[src/rtl/cordic_vec_rtl.sv]
// Vectoring-mode CORDIC: converts a right-half-plane Cartesian vector (x, y)
// into its angle atan2(y, x) and its magnitude, using one shift-add datapath
// reused over i_max iterations. Angle and magnitude share the I/O fixed-point
// format (1.0 = 2**(W-2)), so angle_out can drive a rotation-mode block directly.
module cordic_vec_rtl #(
  parameter int W          = 12,  // I/O width, signed, 1.0 = 2**(W-2)
  parameter int i_max      = 10,  // iteration count, 2..14
  parameter int guard_bits = 0    // extra LSBs carried internally
) (
  input  logic                clock,
  input  logic                reset,
  input  logic                start,
  input  logic signed [W-1:0] x_in,
  input  logic signed [W-1:0] y_in,
  output logic                ready_out,
  output logic signed [W-1:0] angle_out,
  output logic        [W-1:0] mag_out,
  output logic                err_out
);

  localparam int W1 = W + guard_bits;  // angle accumulator width
  localparam int W2 = W1 + 2;          // x/y width, headroom for the 1.647 gain
  localparam int ZF = W1 - 2;          // fraction bits of the internal format
  localparam int IW = 4;               // iteration counter width (i_max <= 14)

  // Tables are held at 16 fraction bits and rescaled to ZF bits with rounding.
  localparam int SH_R = (ZF < 16) ? 16 - ZF : 0;
  localparam int SH_L = (ZF > 16) ? ZF - 16 : 0;
  localparam int RND  = (SH_R > 0) ? (1 << (SH_R - 1)) : 0;

  typedef enum logic [2:0] {
    S_IDLE, S_LOAD, S_SEL, S_UPD, S_SCALE, S_OUT, S_WAIT
  } state_t;

  // atan(2**-i) in radians, 16 fraction bits.
  function automatic int atan_q16(input int idx);
    case (idx)
      0:       return 51472;
      1:       return 30386;
      2:       return 16055;
      3:       return 8150;
      4:       return 4091;
      5:       return 2047;
      6:       return 1024;
      7:       return 512;
      8:       return 256;
      9:       return 128;
      10:      return 64;
      11:      return 32;
      12:      return 16;
      13:      return 8;
      14:      return 4;
      default: return 0;
    endcase
  endfunction

  // Inverse CORDIC gain after n iterations, prod 1/sqrt(1+2**-2i), 16 fraction bits.
  function automatic int kn_q16(input int n);
    case (n)
      1:       return 46341;
      2:       return 41449;
      3:       return 40211;
      4:       return 39901;
      5:       return 39823;
      6:       return 39803;
      7:       return 39799;
      default: return 39797;
    endcase
  endfunction

  function automatic logic signed [W1-1:0] q16_to_fix(input int v);
    return W1'(((v + RND) >>> SH_R) <<< SH_L);
  endfunction

  localparam logic signed [W1-1:0] KN      = q16_to_fix(kn_q16(i_max));
  localparam logic signed [W2-1:0] MAG_MAX = W2'((2 ** (W - 1)) - 1);

  state_t                    r_state;
  state_t                    w_next;
  logic signed [W2-1:0]      r_x, r_y, r_xs, r_ys, r_m;
  logic signed [W1-1:0]      r_z, r_at;
  logic                      r_dir;
  logic        [IW-1:0]      r_i;
  logic                      r_ready, r_err;
  logic signed [W-1:0]       r_angle;
  logic        [W-1:0]       r_mag;

  logic                      w_neg, w_forced, w_last;
  logic signed [W1-1:0]      w_atan;
  logic signed [W2+W1-1:0]   w_p;
  logic signed [W2-1:0]      w_m_sh;
  logic        [W-1:0]       w_mag_sat;

  // NOTE: the angle table is a constant function of r_i and folds into a small
  // ROM; constant tables carry no state, so they need no reset.
  assign w_atan   = q16_to_fix(atan_q16(int'(r_i)));
  assign w_neg    = x_in[W-1];
  assign w_forced = w_neg || ((x_in == '0) && (y_in == '0));
  assign w_last   = (int'(r_i) + 1) >= i_max;
  assign w_p      = (W2+W1)'(r_x) * (W2+W1)'(KN);
  assign w_m_sh   = r_m >>> guard_bits;

  // Saturate the scaled magnitude into the unsigned-valued output range.
  // NOTE: every variable written here gets a default first, so no path can
  // leave it unassigned and infer a latch.
  always_comb begin
    w_mag_sat = W'(w_m_sh);
    if (w_m_sh[W2-1])          w_mag_sat = '0;
    else if (w_m_sh > MAG_MAX) w_mag_sat = W'(MAG_MAX);
  end

  // State register; reset aborts any computation in flight.
  // NOTE: sequential state uses non-blocking assignments so every register
  // samples pre-edge values, independent of block ordering.
  always_ff @(posedge clock or posedge reset) begin
    if (reset) r_state <= S_IDLE;
    else       r_state <= w_next;
  end

  // Next-state logic for the handshake and the iteration loop.
  always_comb begin
    w_next = r_state;
    case (r_state)
      S_IDLE:  if (start) w_next = S_LOAD;
      S_LOAD:  w_next = w_forced ? S_OUT : S_SEL;
      S_SEL:   w_next = S_UPD;
      S_UPD:   w_next = w_last ? S_SCALE : S_SEL;
      S_SCALE: w_next = S_OUT;
      S_OUT:   w_next = S_WAIT;
      S_WAIT:  if (!start) w_next = S_IDLE;
      default: w_next = S_IDLE;
    endcase
  end

  // Datapath: load, micro-rotate toward y=0 accumulating the angle, scale, publish.
  always_ff @(posedge clock or posedge reset) begin
    if (reset) begin
      r_x     <= '0;
      r_y     <= '0;
      r_xs    <= '0;
      r_ys    <= '0;
      r_m     <= '0;
      r_z     <= '0;
      r_at    <= '0;
      r_dir   <= 1'b0;
      r_i     <= '0;
      r_ready <= 1'b0;
      r_err   <= 1'b0;
      r_angle <= '0;
      r_mag   <= '0;
    end else begin
      case (r_state)
        S_LOAD: begin
          // Left-half-plane and zero vectors keep z = m = 0 and go straight to OUT.
          r_x     <= W2'(x_in) <<< guard_bits;
          r_y     <= W2'(y_in) <<< guard_bits;
          r_z     <= '0;
          r_m     <= '0;
          r_i     <= '0;
          r_ready <= 1'b0;
          r_err   <= w_neg;
        end
        S_SEL: begin
          r_xs  <= r_x >>> r_i;
          r_ys  <= r_y >>> r_i;
          r_at  <= w_atan;
          r_dir <= ~r_y[W2-1];  // y == 0 rotates clockwise, like y > 0
        end
        S_UPD: begin
          if (r_dir) begin
            r_x <= r_x + r_ys;
            r_y <= r_y - r_xs;
            r_z <= r_z + r_at;
          end else begin
            r_x <= r_x - r_ys;
            r_y <= r_y + r_xs;
            r_z <= r_z - r_at;
          end
          r_i <= r_i + IW'(1);
        end
        S_SCALE: r_m <= W2'(w_p >>> ZF);
        S_OUT: begin
          r_angle <= W'(r_z >>> guard_bits);
          r_mag   <= w_mag_sat;
          r_ready <= 1'b1;
        end
        default: ;
      endcase
    end
  end

  assign ready_out = r_ready;
  assign angle_out = r_angle;
  assign mag_out   = r_mag;
  assign err_out   = r_err;

endmodule

[config.mk]
export PLATFORM = sky130hd
export DESIGN_NAME = cordic_vec_rtl
export DESIGN_NICKNAME = d
export VERILOG_FILES = /design/src/rtl/cordic_vec_rtl.sv
export SDC_FILE = /design/constraint.sdc
export NUM_CORES = 1
export LEC_CHECK = 0
export ABC_AREA = 1
export ABC_CLOCK_PERIOD_IN_PS = 3900
export CAP_MARGIN = 20
export CORE_ASPECT_RATIO = 1.5
export CORE_MARGIN = 2
export CORE_UTILIZATION = 57
export DETAILED_ROUTE_END_ITERATION = 12
export PLACE_DENSITY = 0.79
export SLEW_MARGIN = 20
export SYNTH_ARGS = -nofsm -noshare
export SYNTH_HDL_FRONTEND = slang
export SYNTH_SLANG_ARGS = --single-unit
[constraint.sdc]
create_clock -name clock -period 3.9 [get_ports clock]
set_clock_uncertainty 0.15 [all_clocks]
set_input_delay 0.39 -clock clock [delete_from_list [all_inputs] [get_ports clock]]
set_output_delay 0.39 -clock clock [all_outputs]
set_load 0.01 [all_outputs]
# [After elaboration in Yosys (flattened, before gate mapping)]
# Memory sizes are Yosys's and may differ from the RTL's.
# Cells that the tools add are included.
[word_totals] regBits=128 rom_bits=256 n_memories=1 elab_cells=63 out_inout_bits=26 in_bits=27
[op_classes] multipliers=1 n_shift=2 reduce_logical=9 addsub=9 n_eq_ne=8 bitwise=1 magnitude_cmp=2 muxes=16
[memory_table] name="(name not given)" depth=16 width=16 read_ports=1 rd_clocked_by_memory_dff=0 write_ports=0 line_no="37" text="case (idx)"
[op_table] op="$pmux W14 S2" n=3
[op_table] op="$mux W12" n=3
[op_table] op="$add A14 B14 Y14" n=2
[op_table] op="$mux W14" n=2
[op_table] op="$sshr A14 B4 Y14" n=2
[op_table] op="$sub A14 B14 Y14" n=2
[op_table] op="$logic_not A12 Y1" n=2
[op_table] op="$pmux W12 S2" n=1
[op_table] op="$mul A14 B10 Y23 const B" n=1
[op_table] op="$pmux W3 S7" n=1
[op_table] op="$add A18 B7 Y18 const B" n=1
[op_table] op="$gt A14 B12 Y1 const B" n=1
[op_table] op="$add A12 B12 Y12" n=1
[op_table] op="$mux W3" n=4
[op_table] op="$sub A12 B12 Y12" n=1
[op_table] op="$eq A3 B3 Y1 const B" n=3
[op_table] op="$pmux W4 S2" n=1
[op_table] op="$eq A3 B2 Y1 const B" n=2
[op_table] op="$reduce_bool A2 Y1" n=3
[op_table] op="$add A4 B1 Y5 const B" n=1
[op_table] op="$ge A5 B4 Y1 const B" n=1
[op_table] op="$add A4 B1 Y4 const B" n=1
[op_table] op="$ne A2 B2 Y1 const B" n=2
[op_table] op="$eq A3 B1 Y1 const B" n=1
[op_table] op="other kinds (6)" n=6

# [Longest topological paths before layout]
[logic_depth] word_depth=5 depth_mapped=21

# [Worst setup path before layout]
# Ideal clock, no wire load.
[synth_path] path_kind="register to register" start="register r_x[12]" end="register r_m[10]" stages_incl_launch_ff=20 setup_slack_ps=-446 path_buffers=0 required_ps=3632 setup_time_ps=118 period_less_slack_ps=4346 arrival_ps=4078 cell_sequence="dfrtp_1 -> inv_1 -> ha_1 -> fa_1 -> inv_1 -> fa_1 -> fa_1 -> inv_1 -> fa_1 -> inv_1 -> ha_1 -> nand2_1 -> inv_1 -> nand2_1 -> nor3_1 -> nand3_1 -> nand3_1 -> nand2_1 -> nand3_1 -> nand2_1"
[synth_between] elab_chain_cells=2
[synth_lines] element="start, declared" line_no="80" text="logic signed [W2-1:0] r_x, r_y, r_xs, r_ys, r_m;"
[synth_lines] element="start signal, assigned" line_no="155" text="r_x <= W2'(x_in) <<< guard_bits;"
[synth_lines] element="start signal, assigned" line_no="171" text="r_x <= r_x + r_ys;"
[synth_lines] element="start signal, assigned" line_no="175" text="r_x <= r_x - r_ys;"
[synth_lines] element="$mul A14 B10 Y23" line_no="100" text="assign w_p = (W2+W1)'(r_x) * (W2+W1)'(KN);"
[synth_lines] element="$pmux W14 S2" line_no="152" text="case (r_state)"
[synth_lines] element="end signal, assigned" line_no="181" text="S_SCALE: r_m <= W2'(w_p >>> ZF);"
[synth_lines] element="end, declared" line_no="80"
# Every way passes these cells.
# A chain may end at the register's enable or synchronous reset.

# [Worst setup path after layout]
[layout_path] start="register r_x[8]" end="register r_m[9]"
# Same word-level chain as after synthesis.

==> out/qor.yml <==
run_status: "finished with violations"
failed_checks: "setup timing"
critPathKind: "register to register"
drt-initial-drc-count: 776
dpl_worst_slack_ns: -0.387
setup.worst_path.end_class: "register"
fin_util: 0.708
syn_inst: 1689
clock_tree.buffer_depth: 2
cts.hold.buffers_added: 0
tightest_slew_ns: 0.865
n_antenna_cell: 0
drt_pass1_iterations: 7
critical_path.n_buffers_inverters: 5
ys_seq_elements: 127
post-route-worst-setup-slack_ns: -0.357
cts_tree: "done"
setup_viol: 14
floorplan.core_area_sq_mm: 0.0204
finish.instance_area_sq_mm: 0.0144
cp_common_cell: "fa_1"
finalCritPeriodShare: 1.09
layout_commonest_cell: "nand2_1"
chipWidth_um: 122
start_util: 0.582
floorplan.rows: 64
numClockSinks: 127
ctsHtreeMaxLevel: 4
number_of_global_route_vias_before_repair: 12100
avgRoutedWirePerCell_um: 16.6
crit_path_cell_trace: "ha_4 -> inv_2 -> fa_1 -> fa_1 -> inv_1 -> fa_1 -> inv_1 -> fa_1 -> inv_2 -> ha_4 -> a21oi_2 -> buf_4 -> nand2_2 -> a21oi_4 -> nand2_4 -> nand2_2 -> nand2_1 -> nand2_1 -> nand3_1 -> nand2_1"
cp_slowest_stage_delay_ns: 0.49
ctsRootBufferMaster: "clkbuf_16"
antenna_found_initial: 0
drc: 0
critical_path.max_fanout: 4
timing_hold_violations_final: 0
drt.antenna.violating_nets: 0
num_vias: 11700
critical_path.startpoint_type: "register"
detailed_place.area_sq_mm: 0.0136
ys_seq_area_frac: 0.267
synth_edf_count: 0
cts-buffers-inserted: 17
global_route_wire_length_before_repair_mm: 57.3
setup_tns_ns: -3.62
top_level_ports: 53
clock_insertion_delay_worst_skew_ns: 0.44
postSynthAreaPerCell_sq_um: 7.04
synth_async_sr_flop_share: 1.00
floorplan.die.height_um: 181
nNetsFinal: 1998
max-slew-margin-rel: 0.422
layout.filler_cells: 1683
total_track_usage: 0.331
gp_congestion: 1.02
slowest_stage: "fa_1"
detail_route.wirelength_mm: 34.7
synth.distinct_cells: 42
grt_start_max_net_pins: 47
viasPerCell: 5.60
path_delay_family: "adder cells"
synthesis.yosys.warnings: 0
synthesis.area_sq_mm: 0.0119
clk_transition_reported_paths_ns: 0.06
critical_path_required_ns: 4.13
fmax_mhz: 235
synthesis.nets: 1872
die-area_sq_mm: 0.0221
max-cap-violations: 0
buffer_ports.inserted: 52
rsz0062_at_grt: "yes"
post_route_cells_drive_above_1_share: 0.154
maxSlewViolCount: 0
grt_overflow_total: 0
hpwl_dp_mm: 27.0
final_period_minus_worst_setup_slack_ns: 4.26
hold_class: "input pin to asynchronous set/reset pin"
layout_common_cells: "394 x nand2_1, 258 x inv_1, 118 x dfrtp_1, 112 x nor2_1, 107 x o21ai_0"
postSynth.topFlopCell: "dfrtp_1"
flow.area_growth_from_synthesis_pct: 21.5
worst_ep_arrival_time_ns: 4.49
[logic make-up (layout without fill, tap and decap cells)]
| group | count (synthesis) | after routing | synth area share |
|---|---|---|---|
| AND/OR/NAND/NOR | 685 | 685 | 0.238 |
| buffers and inverters | 344 | 483 | 0.111 |
| AO/OA/AOI/OAI | 334 | 334 | 0.156 |
| adder cells (fa/ha/maj) | 156 | 156 | 0.197 |
| flip-flops | 127 | 127 | 0.267 |
| XOR/XNOR | 40 | 40 | 0.0295 |
| multiplexers | 3 | 3 | 0.00253 |
[routing by layer]
layer	GRT usage	up-vias	routed length [um]	share of wire
li1	-	5681	-	-
met1	0.341	5510	12500	0.36
met2	0.615	373	18600	0.54
met3	0.0420	143	1290	0.037
met4	0.210	0	2360	0.068
met5	0	-	0	0
[final cells by class]
cell class / count / area, sq um / area share
clock buffer: 17 / 425 / 0.0294
clock inverter: 15 / 133 / 0.00918
inverter: 300 / 1140 / 0.0787
multi-input combinational: 1218 / 7940 / 0.549
sequential: 127 / 3190 / 0.221
tap: 264 / 330 / 0.0229
timing repair buffer: 151 / 1300 / 0.0897
[cells in the mapped netlist, types with 4 or more instances]
library cell / count / area (sq um)
a21oi_1: 97 / 485
a22oi_1: 19 / 143
a31oi_1: 7 / 43.8
buf_1: 5 / 18.8
buf_2: 19 / 95.1
clkbuf_1: 20 / 75.1
dfrtp_1: 127 / 3180
fa_1: 52 / 1040
ha_1: 104 / 1300
inv_1: 284 / 1070
inv_2: 15 / 56.3
nand2_1: 419 / 1570
nand3_1: 89 / 445
nand3b_1: 5 / 37.5
nand4_1: 12 / 75.1
nor2_1: 121 / 454
nor2_2: 8 / 50.1
nor3_1: 15 / 75.1
o21a_1: 4 / 30.0
o21ai_0: 112 / 561
o21ai_1: 50 / 250
o21bai_1: 5 / 37.5
o221ai_1: 9 / 78.8
o22ai_1: 13 / 81.3
or2_2: 5 / 31.3
xnor2_1: 6 / 52.6
xor2_1: 34 / 298
[what timing repair did]
| action | in CTS | in global routing |
|---|---|---|
| gates resized for setup | 43 | 26 |
| buffers inserted | 10 | 3 |
| hold endpoints to repair | 0 | 0 |
| pin swaps | 29 | 9 |
| setup endpoints to repair | 14 | 14 |
[path summary, 6_finish.rpt]
path / startpoint / slack [ns] / cells past startpoint / to
max in group asynchronous: reset / 2.58 / 3 / r_z[0]
hold reg to reg: angle_out[9] / 0.32 / 2 / angle_out[9]
min in group clock: angle_out[9] / 0.32 / 2 / angle_out[9]
setup / recovery: r_x[8] / -0.36 / 20 / r_m[9]
hold / removal: reset / 0.30 / 2 / r_m[7]
setup reg to reg: r_x[8] / -0.36 / 20 / r_m[9]
[sequential cells by signal, indices dropped and copies added, names as in the netlist, 11 cells and up]
signal	count
r_x	14
r_ys	14
r_xs	14
r_z	12
mag_out	12
r_at	11
r_y	14
r_m	14
angle_out	12
[metrics by stage]
stage                     cells  hold WS, ns
after global placement     2047        0.301
after detailed placement   2047        0.309
final                      2092        0.296
after floorplan            1689        0.300
after CTS                  2089        0.325
after global routing       2092        0.362
Power is left out: the tool's default activity adds up to more than one toggle a clock period on the data nets, which glitch-free logic cannot reach.
